## config.mk

```make
export PLATFORM = sky130hd
export DESIGN_NAME = pump_pwm_gen
export DESIGN_NICKNAME = d
export VERILOG_FILES = /design/src/rtl/filter_pkg.sv /design/src/rtl/pump_pwm_channel.sv /design/src/rtl/pump_pwm_gen.sv
export SDC_FILE = /design/constraint.sdc
export NUM_CORES = 1
export LEC_CHECK = 0
export CAP_MARGIN = 20
export CORE_MARGIN = 10
export CORE_UTILIZATION = 25
export DETAILED_ROUTE_END_ITERATION = 12
export PLACE_DENSITY_LB_ADDON = 0.08
export SYNTH_ARGS = -nofsm -noshare
export SYNTH_HDL_FRONTEND = slang
export SYNTH_SLANG_ARGS = --single-unit
```

## constraint.sdc

```tcl
create_clock -name clk -period 4 [get_ports clk]
set_input_delay 0.4 -clock clk [delete_from_list [all_inputs] [get_ports clk]]
set_output_delay 0.4 -clock clk [all_outputs]
set_load 0.03 [all_outputs]
```

## src/rtl/filter_pkg.sv

```systemverilog
// ---------------------------------------------------------------------------
// filter_pkg
// Shared definitions for the filter control slice: duty limits used by the
// filter control FSM, the PWM generator state type, the PWM counter top value
// and the soft-start ramp helper.
// Optional feature macro consumed by users of ramp_limit():
// PUMP_PWM_SOFT_START_EN.
// ---------------------------------------------------------------------------
package filter_pkg;

    localparam logic [7:0] PWM_MAX     = 8'd230;
    localparam logic [7:0] PWM_MIN     = 8'd77;
    localparam logic [7:0] PWM_CNT_TOP = 8'd254;

    typedef enum logic {
        IDLE = 1'b0,
        RUN  = 1'b1
    } pwm_state_t;

    // Next applied duty while ramping up. The sum is 9 bits wide so that
    // applied + step can never wrap past 255.
    function automatic logic [7:0] ramp_limit(input logic [7:0] target,
                                              input logic [7:0] applied,
                                              input logic [7:0] step);
        logic [8:0] sum;
        sum = {1'b0, applied} + {1'b0, step};
        if ({1'b0, target} <= sum) begin
            ramp_limit = target;
        end else begin
            ramp_limit = sum[7:0];
        end
    endfunction

endpackage

```

## src/rtl/pump_pwm_channel.sv

```systemverilog
// ---------------------------------------------------------------------------
// pump_pwm_channel
// One PWM channel: applied-duty register, optional soft-start ramp, compare
// against the shared period counter and the registered drive output.
// Macro: PUMP_PWM_SOFT_START_EN enables the rise-limited ramp.
// Ports:
//   clk, reset   clock, asynchronous active-high reset
//   enable_i     run request; low clears the applied duty
//   sample_i     period boundary strobe; duty_i is captured only here
//   run_i        generator is in RUN with enable high
//   duty_i       requested duty 0..255
//   cnt_i        shared period counter 0..254
//   pwm_o        registered drive output
//   applied_o    duty currently in effect
// ---------------------------------------------------------------------------
module pump_pwm_channel
    import filter_pkg::*;
#(
    parameter int RAMP_STEP = 8
) (
    input  logic       clk,
    input  logic       reset,
    input  logic       enable_i,
    input  logic       sample_i,
    input  logic       run_i,
    input  logic [7:0] duty_i,
    input  logic [7:0] cnt_i,
    output logic       pwm_o,
    output logic [7:0] applied_o
);

    if (RAMP_STEP < 1 || RAMP_STEP > 255) begin : g_bad_ramp_step
        $error("pump_pwm_channel: RAMP_STEP must be in 1..255");
    end

    logic [7:0] applied_q, applied_d;
    logic [7:0] next_duty;
    logic       pwm_q, pwm_d;

`ifdef PUMP_PWM_SOFT_START_EN
    localparam logic [7:0] STEP8 = RAMP_STEP[7:0];

    // Rising duty is rate limited; falling duty applies at once so that a
    // stop request is never delayed.
    always_comb begin
        next_duty = duty_i;
        if (duty_i > applied_q) begin
            next_duty = ramp_limit(duty_i, applied_q, STEP8);
        end
    end
`else
    always_comb begin
        next_duty = duty_i;
    end
`endif

    // applied_q is already 0 in IDLE, so the IDLE->RUN boundary ramps from 0.
    always_comb begin
        applied_d = applied_q;
        if (!enable_i) begin
            applied_d = '0;
        end else if (sample_i) begin
            applied_d = next_duty;
        end
    end

    // Output lags (cnt, applied) by one clock; cnt tops out at 254, so a
    // duty of 255 keeps the output high across the boundary.
    always_comb begin
        pwm_d = run_i && (cnt_i < applied_q);
    end

    always_ff @(posedge clk or posedge reset) begin
        if (reset) begin
            applied_q <= '0;
            pwm_q     <= 1'b0;
        end else begin
            applied_q <= applied_d;
            pwm_q     <= pwm_d;
        end
    end

    assign pwm_o     = pwm_q;
    assign applied_o = applied_q;

endmodule

```

## src/rtl/pump_pwm_gen.sv

```systemverilog
// ---------------------------------------------------------------------------
// pump_pwm_gen
// Dual-channel pump PWM generator (A = fill, B = drain). Duty commands are
// captured only at period boundaries so outputs never glitch mid-period.
// Macro: PUMP_PWM_SOFT_START_EN enables the soft-start ramp in both channels.
// Ports:
//   clk, reset        50 MHz clock, asynchronous active-high reset
//   enable            run request; low forces IDLE
//   duty_a_in/_b_in   requested duties 0..255
//   pwm_a, pwm_b      registered pump drives
//   period_start      one-cycle pulse in the cycle after each boundary
//   duty_a_applied    duty in effect for A
//   duty_b_applied    duty in effect for B
//   state_dbg         current FSM state
// Handshake: none; duty inputs are level commands sampled on boundaries.
// ---------------------------------------------------------------------------
module pump_pwm_gen
    import filter_pkg::*;
#(
    parameter int PRESCALE_DIV = 10,
    parameter int RAMP_STEP    = 8
) (
    input  logic       clk,
    input  logic       reset,
    input  logic       enable,
    input  logic [7:0] duty_a_in,
    input  logic [7:0] duty_b_in,
    output logic       pwm_a,
    output logic       pwm_b,
    output logic       period_start,
    output logic [7:0] duty_a_applied,
    output logic [7:0] duty_b_applied,
    output pwm_state_t state_dbg
);

    if (PRESCALE_DIV < 1) begin : g_bad_prescale
        $error("pump_pwm_gen: PRESCALE_DIV must be >= 1");
    end

    localparam int PW = (PRESCALE_DIV > 1) ? $clog2(PRESCALE_DIV) : 1;
    localparam logic [PW-1:0] PRESC_TOP = PW'(PRESCALE_DIV - 1);

    pwm_state_t    state_q;
    logic [PW-1:0] presc_q;
    logic [7:0]    cnt_q;
    logic          period_start_q;

    logic tick;
    logic boundary;
    logic run;

    assign tick = (presc_q == PRESC_TOP);
    assign run  = (state_q == RUN) && enable;
    // Entering RUN is itself a boundary; otherwise the last step of the count.
    assign boundary = enable &&
                      ((state_q == IDLE) || (tick && (cnt_q == PWM_CNT_TOP)));

    always_ff @(posedge clk or posedge reset) begin
        if (reset) begin
            state_q        <= IDLE;
            presc_q        <= '0;
            cnt_q          <= '0;
            period_start_q <= 1'b0;
        end else begin
            case (state_q)
                IDLE: begin
                    presc_q        <= '0;
                    cnt_q          <= '0;
                    period_start_q <= enable;
                    if (enable) begin
                        state_q <= RUN;
                    end
                end
                RUN: begin
                    if (!enable) begin
                        state_q        <= IDLE;
                        presc_q        <= '0;
                        cnt_q          <= '0;
                        period_start_q <= 1'b0;
                    end else begin
                        period_start_q <= boundary;
                        if (tick) begin
                            presc_q <= '0;
                            cnt_q   <= (cnt_q == PWM_CNT_TOP) ? 8'd0 : cnt_q + 8'd1;
                        end else begin
                            presc_q <= presc_q + PW'(1);
                        end
                    end
                end
                default: begin
                    state_q <= IDLE;
                end
            endcase
        end
    end

    pump_pwm_channel #(.RAMP_STEP(RAMP_STEP)) u_chan_a (
        .clk       (clk),
        .reset     (reset),
        .enable_i  (enable),
        .sample_i  (boundary),
        .run_i     (run),
        .duty_i    (duty_a_in),
        .cnt_i     (cnt_q),
        .pwm_o     (pwm_a),
        .applied_o (duty_a_applied)
    );

    pump_pwm_channel #(.RAMP_STEP(RAMP_STEP)) u_chan_b (
        .clk       (clk),
        .reset     (reset),
        .enable_i  (enable),
        .sample_i  (boundary),
        .run_i     (run),
        .duty_i    (duty_b_in),
        .cnt_i     (cnt_q),
        .pwm_o     (pwm_b),
        .applied_o (duty_b_applied)
    );

    assign period_start = period_start_q;
    assign state_dbg    = state_q;

endmodule

```

==> results of run 1 <==
[registers in the layout, indices dropped and copies added (netlist names)]
name and flops:
u_chan_a.applied_o 8, presc_q 4, state_dbg 1, u_chan_b.pwm_o 1, cnt_q 8, u_chan_a.pwm_o 1, u_chan_b.applied_o 8, period_start 1
[metal layers]
layer  vias up  global-route usage [%]  share of wire, %
met3         6                    3.11               4.9
met2        35                    14.1                46
met4         0                    3.24               1.4
li1        701                       -                 -
met5         -                       0                 0
met1       631                    11.1                48
[worst max path at each step]
stage / from / to / slack (ns) / cells after the start
6_report: presc_q[1]$_DFF_PP0_ / u_chan_b.applied_o[7]$_DFFE_PP0P_ / 1.88 / 7
3_5_place_dp: enable / cnt_q[5]$_DFFE_PP0P_ / 1.62 / 4
2_1_floorplan: cnt_q[0]$_DFFE_PP0P_ / u_chan_b.applied_o[0]$_DFFE_PP0P_ / 2.26 / 8
4_1_cts: presc_q[1]$_DFF_PP0_ / u_chan_b.applied_o[4]$_DFFE_PP0P_ / 1.85 / 7
5_1_grt: presc_q[1]$_DFF_PP0_ / u_chan_b.applied_o[4]$_DFFE_PP0P_ / 1.68 / 7
3_3_place_gp: enable / cnt_q[5]$_DFFE_PP0P_ / 1.59 / 4
[cells by family (layout without fill, tap and decap cells)]
kind of cell	Yosys count	after routing	synth area share, %
and+or+nand+nor	62	62	18.7
DFF	32	32	43.9
buffers and inverters	25	67	6.45
AOI/OAI and AO/OA	24	24	8.92
adders and majority gates	18	18	12.3
muxes	16	16	8.78
xor gates and xnor gates	2	2	0.960
[through the flow]
step | instances | instance area (um2) | utilization [%] | setup WS (ns) | total power [mW]
after floorplan | 179 | 1820 | - | 2.26 | 0.421
after global placement | 312 | 2310 | 32.2 | 1.59 | 0.477
after detailed placement | 312 | 2310 | 32.2 | 1.62 | 0.476
after CTS | 320 | 2400 | 33.4 | 1.85 | 0.745
after global routing | 320 | 2400 | 33.4 | 1.68 | 0.771
final | 320 | 2400 | 33.4 | 1.88 | 0.730
[worst register-to-register path, cell delays in order, from the launching register on]
cell and delay (ns):
dfrtp_1 0.40, inv_1 0.06, ha_1 0.15, nand3b_1 0.38, o41ai_4 0.34, buf_4 0.36
mux2i_1 0.25, nor2b_1 0.07
[Yosys cell counts, drive strengths merged (3+ instances only)]
| cell | n |
|---|---|
| inv | 19 |
| nand3 | 8 |
| mux2i | 16 |
| nand2 | 9 |
| clkbuf | 4 |
| nor4 | 4 |
| nand4 | 4 |
| nor2b | 16 |
| a21oi | 9 |
| ha | 18 |
| nor2 | 10 |
| o21ai | 3 |
| dfrtp | 32 |
[layout make-up]
| class | count | area [um2] | area share, % |
|---|---|---|---|
| clock buffer | 8 | 90.1 | 3.76 |
| inverter | 19 | 71.3 | 2.97 |
| multi-input combinational | 122 | 917 | 38.2 |
| sequential | 32 | 801 | 33.4 |
| tap | 99 | 124 | 5.16 |
| timing repair buffer | 40 | 395 | 16.5 |
[power by group through the flow]
stage | Combinational, mW | Clock, mW | Sequential, mW
3_3_place_gp | 0.125 | 0 | 0.352
6_report | 0.121 | 0.263 | 0.346
4_1_cts | 0.124 | 0.275 | 0.346
2_1_floorplan | 0.0476 | 0 | 0.374
5_1_grt | 0.135 | 0.288 | 0.348
3_5_place_dp | 0.123 | 0 | 0.352
==> flow_summary_export.csv, run 1 <==
group,metric,value,unit
synthesis,synth_area,1820,um2
synthesis,synthCells,179,
synthesis,ys_top_cells_by_area,"dfrtp_1 44%, ha_1 12%, mux2i_1 8.8%",
setup_path,crit_buf_inv,2,
finish,layout_common_cells,"38 x clkdlybuf4s50_1, 32 x dfrtp_1, 19 x inv_1",
clock_tree,h-tree-depth,2,
synthesis,synth_warnings,0,
die,rows,31,
synthesis,synthArstFlopShare,100,%
pwr,peakVddDrop,0.0963,mV
setup_path,r2r_end,"u_chan_b.applied_o[7]$_DFFE_PP0P_",
clock_tree,clock_sinks,32,
setup_path,critPathKind,"flip-flop to flip-flop",
die,die_w,105,um
place,dp_hpwl,3390,um
clock_tree,cts_hold_buf,0,
sta,fin_worst_skew,0.00868,ns
sta,fmax,472,MHz
global_routing,grt_pass1_wl,7910,um
sta,tightest_slew,0.563,ns
setup_path,cp_data_arrival_time,2.29,ns
pwr,seq_power_share,47.4,%
synthesis,synth_edf_count,0,
worst_hold_path,hold_path_depth,1,
pwr,netSwitchingPower,0.196,mW
setup_path,worstSetupStartpointType,"flip-flop",
global_routing,grt_pass1_vias,1487,
worst_hold_path,hold_path.class,"flip-flop to flip-flop",
run,maxCapViolCount,0,
clock_tree,clk_latency,0.29,ns
die,die_y,105,um
route,wire_per_inst,14.6,um
setup_path,critPathCaptureType,"flip-flop",
clock_tree,cts_root_buf,"clkbuf_8",
setup_path,r2r_slack,1.88,ns
synthesis,synth-main-ff-cell,"dfrtp_1",
route,drtPass1Iterations,4,
pwr,p_int,0.534,mW
setup_path,cp_top_family,"simple AND/OR/NAND/NOR gates",
global_routing,overflow,0,
setup_path,worstPathMaxFanout,17,
global_routing,grt_max_degree,33,
clock_tree,ctsResizeCount,0,
setup_path,rr_startpoint,"presc_q[1]$_DFF_PP0_",
pwr,p_sw_share,26.8,%
die,io_pins,39,
synthesis,syn_nets,216,
synthesis,synth_top_cell_by_area,"dfrtp_1",
setup_path,slowest_stage,"dfrtp_1",
outcome,status,"complete, no violations",
finish,num_antenna_cells,0,
finish,final_common_cell,"clkdlybuf4s50_1",
synthesis,ys_seq_elements,32,
pwr,pwr_density_cell,304,nW/um2
route,drc,0,
route,drtAntennaViolNets,0,
worst_hold_path,hold_end,"presc_q[0]$_DFF_PP0_",
clock_tree,clock_path_buffers,2,
die,core_area,7180,um2
sta,period_share,52.9,%
route,via_per_inst,4.29,
sta,timing.hold.ws,0.497,ns
route,drt_wl_total,4670,um
sta,tns,0,ns
sta,period_needed,2.12,ns
global_routing,antenna_found_initial,0,
global_routing,grt.total_usage,8.97,%
clock_tree,clk_pin_slew_worst_paths,0.07,ns
clock_tree,postCtsSetupBuffers,0,
setup_path,cpPeakStageDelay,0.40,ns
setup_path,path_cells,"inv_1, ha_1, nand3b_1, o41ai_4, buf_4, mux2i_1, nor2b_1",
sta,slew_headroom,62.4,%
sta,drv_slew,0,
pwr,leakage,1.08,nW
place,portBuffers,38,
die,start_util,25.4,%
sta,setup_viol,0,
pwr,pwr-share-clk,36.1,%
clock_tree,numCtsBuffers,5,
sta,rsz0062_at_grt,"no",
synthesis,synth_top_area_share,43.9,%
finish,nNetsFinal,257,
worst_hold_path,hold_start,"presc_q[0]$_DFF_PP0_",
die,die_area,11100,um2
route,via_count,1373,
setup_path,r2r_cells,7,
setup_path,worstPathRequired,4.17,ns
place,gp_congestion,0.755,
sta,hold_viol,0,
synthesis,yosysUniqueCellTypes,36,
clock_tree,cts_tree,"built",
route,drt_iter0_drc,55,
finish,syn2layout_area_growth,31.5,%
finish,layout-drive-gt1-share,5.43,%
synthesis,synth.avg_cell_area,10.2,um2
pwr,combPwrFrac,16.6,%
synthesis,seq_area_frac_synth,43.9,%
finish,fillers,758,
(Power assumes the default switching activity.)
==> run 2: changes to the inputs <==
- clock period: 4 -> 2.18 ns (I/O delays scaled with it)
==> run 2 against run 1 <==
Critical path depth unchanged. Via count grew 3.7%. First-iteration DRC count shrank 22%. Worst setup slack got worse by 1.5 ns. Sequential cell count unchanged. Non-clock buffer count rose by 6. Register-to-register slack got worse by 1.5 ns. Cell area is 1.9% higher. Power is 83% higher. Wire length shrank 0.56%. Maximum frequency grew 18%. Cell count grew 1.9%.
==> flow_summary_export.csv, run 2 (synthesis gave the netlist of run 1 again) <==
group,metric,value,unit
pwr,combPwrFrac,16.7,%
route,via_count,1424,
pwr,p_int,0.982,mW
die,die_y,105,um
finish,layout-drive-gt1-share,7.93,%
die,die_w,105,um
finish,final_util,34.1,%
route,drt_wl_total,4640,um
setup_path,worstSetupStartpointType,"flip-flop",
setup_path,cp_data_arrival_time,1.95,ns
die,start_util,25.4,%
finish,final_cell_area,2440,um2
clock_tree,clk_latency,0.28,ns
outcome,status,"complete, no violations",
setup_path,worstPathRequired,2.35,ns
pwr,pwr-share-clk,35.8,%
sta,fmax,559,MHz
clock_tree,cts_hold_buf,0,
route,drtAntennaViolNets,0,
pwr,pwr_density_cell,548,nW/um2
worst_hold_path,hold_path.class,"input port to asynchronous set/reset pin",
sta,layout_setup_ws,0.393,ns
route,drtPass1Iterations,4,
setup_path,worstPathMaxFanout,11,
finish,syn2layout_area_growth,34.0,%
clock_tree,postCtsSetupBuffers,0,
setup_path,r2r_slack,0.39,ns
sta,tns,0,ns
clock_tree,numCtsBuffers,5,
clock_tree,clock_sinks,32,
pwr,peakVddDrop,0.176,mV
sta,rsz0062_at_grt,"no",
pwr,netSwitchingPower,0.356,mW
sta,fin_worst_skew,0.00901,ns
pwr,seq_power_share,47.5,%
pwr,leakage,1.11,nW
sta,setup_viol,0,
place,portBuffers,38,
sta,period_needed,1.79,ns
die,rows,31,
clock_tree,clk_pin_slew_worst_paths,0.07,ns
sta,tightest_slew,0.419,ns
place,dp_hpwl,3540,um
global_routing,antenna_found_initial,0,
setup_path,r2r_end,"u_chan_b.applied_o[5]$_DFFE_PP0P_",
die,die_area,11100,um2
clock_tree,clock_path_buffers,2,
die,core_area,7180,um2
setup_path,critPathCaptureType,"flip-flop",
setup_path,critPathKind,"flip-flop to flip-flop",
global_routing,overflow,0,
finish,nNetsFinal,263,
setup_path,rr_startpoint,"cnt_q[0]$_DFFE_PP0P_",
global_routing,grt_pass1_wl,7980,um
finish,layout_common_cells,"38 x clkdlybuf4s50_1, 32 x dfrtp_1, 19 x inv_1",
clock_tree,h-tree-depth,2,
clock_tree,cts_tree,"built",
route,drc,0,
place,gp_congestion,0.741,
finish,num_antenna_cells,0,
pwr,total_power,1.34,mW
setup_path,r2r_cells,7,
clock_tree,ctsResizeCount,0,
global_routing,grt_max_degree,33,
sta,drv_slew,0,
route,via_per_inst,4.37,
global_routing,grt.total_usage,8.95,%
global_routing,grt_pass1_vias,1501,
run,maxCapViolCount,0,
route,wire_per_inst,14.2,um
sta,slew_headroom,72.1,%
place,dpl_worst_slack,0.403,ns
place,dpl-instance-area,2350,um2
die,io_pins,39,
clock_tree,cts_root_buf,"clkbuf_8",
pwr,p_sw_share,26.6,%
sta,hold_viol,0,
finish,final_common_cell,"clkdlybuf4s50_1",
route,drt_iter0_drc,43,
sta,period_share,82.0,%
==> run 2: cell count changes in the layout (fill, tap and decap cells not counted) <==
cell,before,now
buf_4,2,8
==> run 2: worst max path at each step <==
stage	cells after the start	slack [ns]	startpoint	end
6_report	7	0.39	cnt_q[0]$_DFFE_PP0P_	u_chan_b.applied_o[5]$_DFFE_PP0P_
5_1_grt	7	0.26	cnt_q[0]$_DFFE_PP0P_	u_chan_a.applied_o[0]$_DFFE_PP0P_
4_1_cts	7	0.37	cnt_q[0]$_DFFE_PP0P_	u_chan_b.applied_o[5]$_DFFE_PP0P_
3_5_place_dp	7	0.40	cnt_q[0]$_DFFE_PP0P_	u_chan_b.applied_o[5]$_DFFE_PP0P_
3_3_place_gp	7	0.42	cnt_q[0]$_DFFE_PP0P_	u_chan_b.applied_o[5]$_DFFE_PP0P_
2_1_floorplan	8	0.44	cnt_q[0]$_DFFE_PP0P_	u_chan_b.applied_o[0]$_DFFE_PP0P_
==> run 2: layout make-up <==
class                      instances  area [um2]
timing repair buffer              46         440
tap                               99         124
clock buffer                       8        90.1
multi-input combinational        122         917
inverter                          19        71.3
sequential                        32         801
fill                             743        4730
==> run 2: per-stage QoR <==
step,hold WS (ns),std cells
floorplan,0.249,179
global placement,0.492,318
detailed placement,0.495,318
CTS,0.339,326
global route,0.385,326
finish,0.322,326
==> run 2: per-layer routing <==
metal	routed length (um)	GRT usage, %
met1	2240	11.2
met2	2170	14.2
met3	190	2.74
met4	43	3.24
met5	0	0
==> run 2: power groups by stage <==
stage	Clock, mW	Sequential (mW)	Combinational [mW]
after floorplan	0	0.685	0.0873
after global placement	0	0.648	0.230
after detailed placement	0	0.648	0.228
after CTS	0.503	0.637	0.230
after global routing	0.526	0.639	0.249
final	0.479	0.636	0.224
==> run 2: worst max-delay path, stage by stage (launching register included) <==
cell and delay, ns:
dfrtp_1 0.39, inv_1 0.08, ha_1 0.17, nand2_1 0.10, o41ai_4 0.37, buf_4 0.28
mux2i_1 0.21, nor2b_1 0.06
==> run 3: changes to the inputs <==
- clock period: 2.18 -> 1.65 ns (I/O delays scaled with it)
==> run 3 against run 2 <==
The flow now finishes with violations (negative setup slack). Via count is 7.3% higher. Clock skew decreased by 0.0045 ns. Cell area increased by 12%. Register-to-register slack got worse by 0.49 ns. Sequential cell count stayed put. Global-route usage increased by 0.59 points. Die area is the same. Maximum frequency is 2.5% higher. Cell count is 6.4% higher. Wire length rose by 10%. Sequential power increased by 31%. Highest routed layer unchanged.
==> flow_summary_export.csv, run 3 (synthesis gave the netlist of run 1 again) <==
group,metric,value,unit
setup_path,critPathKind,"flip-flop to flip-flop",
pwr,total_power,1.82,mW
clock_tree,clock_sinks,32,
place,dp_hpwl,3670,um
pwr,peakVddDrop,0.221,mV
global_routing,grt_pass1_wl,8480,um
sta,fmax,573,MHz
setup_path,critPathCaptureType,"flip-flop",
sta,fin_worst_skew,0.00448,ns
route,via_count,1528,
route,drtPass1Iterations,4,
route,drt_wl_total,5120,um
pwr,pwr_density_cell,666,nW/um2
setup_path,cp_data_arrival_time,1.92,ns
die,die_area,11100,um2
die,rows,31,
sta,drv_slew,0,
finish,nNetsFinal,284,
sta,slew_headroom,70.3,%
global_routing,overflow,0,
clock_tree,cts_root_buf,"clkbuf_8",
finish,layout-drive-gt1-share,19.4,%
sta,period_needed,1.74,ns
clock_tree,cts_tree,"built",
place,gp_congestion,0.705,
clock_tree,clk_pin_slew_worst_paths,0.07,ns
sta,setup_viol,17,
die,core_area,7180,um2
sta,period_share,106,%
outcome,status,"finished with violations",
global_routing,grt_pass1_vias,1664,
global_routing,antenna_found_initial,0,
route,drtAntennaViolNets,0,
clock_tree,clk_latency,0.29,ns
route,drc,0,
die,io_pins,39,
die,start_util,25.4,%
worst_hold_path,hold_path.class,"input port to asynchronous set/reset pin",
sta,timing.hold.ws,0.284,ns
place,dpl_worst_slack,-0.0948,ns
setup_path,worstSetupStartpointType,"flip-flop",
finish,syn2layout_area_growth,49.6,%
route,drt_iter0_drc,30,
run,maxCapViolCount,0,
sta,hold_viol,0,
sta,tightest_slew,0.446,ns
clock_tree,clock_path_buffers,2,
setup_path,worstPathRequired,1.83,ns
finish,final_util,38.0,%
place,dpl.cell_count,330,
finish,final_common_cell,"clkdlybuf4s50_1",
pwr,leakage,1.27,nW
place,portBuffers,38,
finish,layout_common_cells,"37 x clkdlybuf4s50_1, 29 x dfrtp_1, 23 x buf_4",
outcome,violations,"negative setup slack",
die,die_w,105,um
route,wire_per_inst,14.8,um
route,via_per_inst,4.40,
sta,rsz0062_at_grt,"yes",
finish,num_antenna_cells,0,
sta,layout_setup_ws,-0.0939,ns
clock_tree,numCtsBuffers,5,
finish,fin_cells,347,
global_routing,grt.total_usage,9.54,%
global_routing,grt_max_degree,33,
clock_tree,h-tree-depth,2,
die,die_y,105,um
setup_path,worstPathMaxFanout,5,
[run 3: worst max-delay path, stage by stage, from the launching register on]
cell and delay [ns]:
dfrtp_1 0.40, inv_2 0.08, ha_4 0.14, nand2_4 0.06, o41ai_4 0.35, buf_4 0.22, buf_12 0.13, mux2i_1 0.20
nor2b_1 0.06
[run 3: worst paths after layout]
kind | startpoint | endpoint | slack (ns) | depth (start not counted)
max | cnt_q[0]$_DFFE_PP0P_ | u_chan_b.applied_o[4]$_DFFE_PP0P_ | -0.09 | 8
max reg2reg | cnt_q[0]$_DFFE_PP0P_ | u_chan_b.applied_o[4]$_DFFE_PP0P_ | -0.09 | 8
min reg2reg | presc_q[0]$_DFF_PP0_ | presc_q[0]$_DFF_PP0_ | 0.55 | 2
min in group clk | duty_a_in[1] | u_chan_a.applied_o[1]$_DFFE_PP0P_ | 0.49 | 3
max in group asynchronous | reset | cnt_q[7]$_DFFE_PP0P_ | 1.03 | 3
min | reset | u_chan_b.applied_o[4]$_DFFE_PP0P_ | 0.28 | 3
[run 3: repair_timing]
action / CTS / global route
gates resized for setup: 10 / 11
cloned: 2 / 0
setup buffers: 5 / 3
setup endpoints to repair: 24 / 24
pin swaps: 4 / 4
hold buffers: 0 / 0
[run 3: power by group]
group          internal [mW]  switching, mW
clock network          0.340          0.301
logic                  0.173          0.167
registers              0.815         0.0219
[run 3: metrics by stage]
stage                     setup TNS [ns]  instance area (um2)
after floorplan                   -0.347                 1830
after global placement             -1.14                 2460
after detailed placement           -1.32                 2460
after CTS                          -1.05                 2670
after global routing               -2.67                 2730
final                             -0.973                 2730
[run 3: per-layer routing]
metal  wire length (um)  global-route usage [%]  part of all wire, %  up-vias
li1                   -                       -                    -      758
met1               2290                    10.8                   45      736
met2               2490                    16.2                   49       28
met3                285                    3.71                  5.6        6
met4                 66                    2.94                  1.3        0
met5                  0                       0                    0        -
[run 3: final cells by class]
type                            instances  area, um2
Fill cell                             755       4450
Multi-Input combinational cell        122        975
Sequential cell                        32        805
Timing Repair Buffer                   67        664
Tap cell                               99        124
Clock buffer                            8       90.1
Inverter                               19       71.3
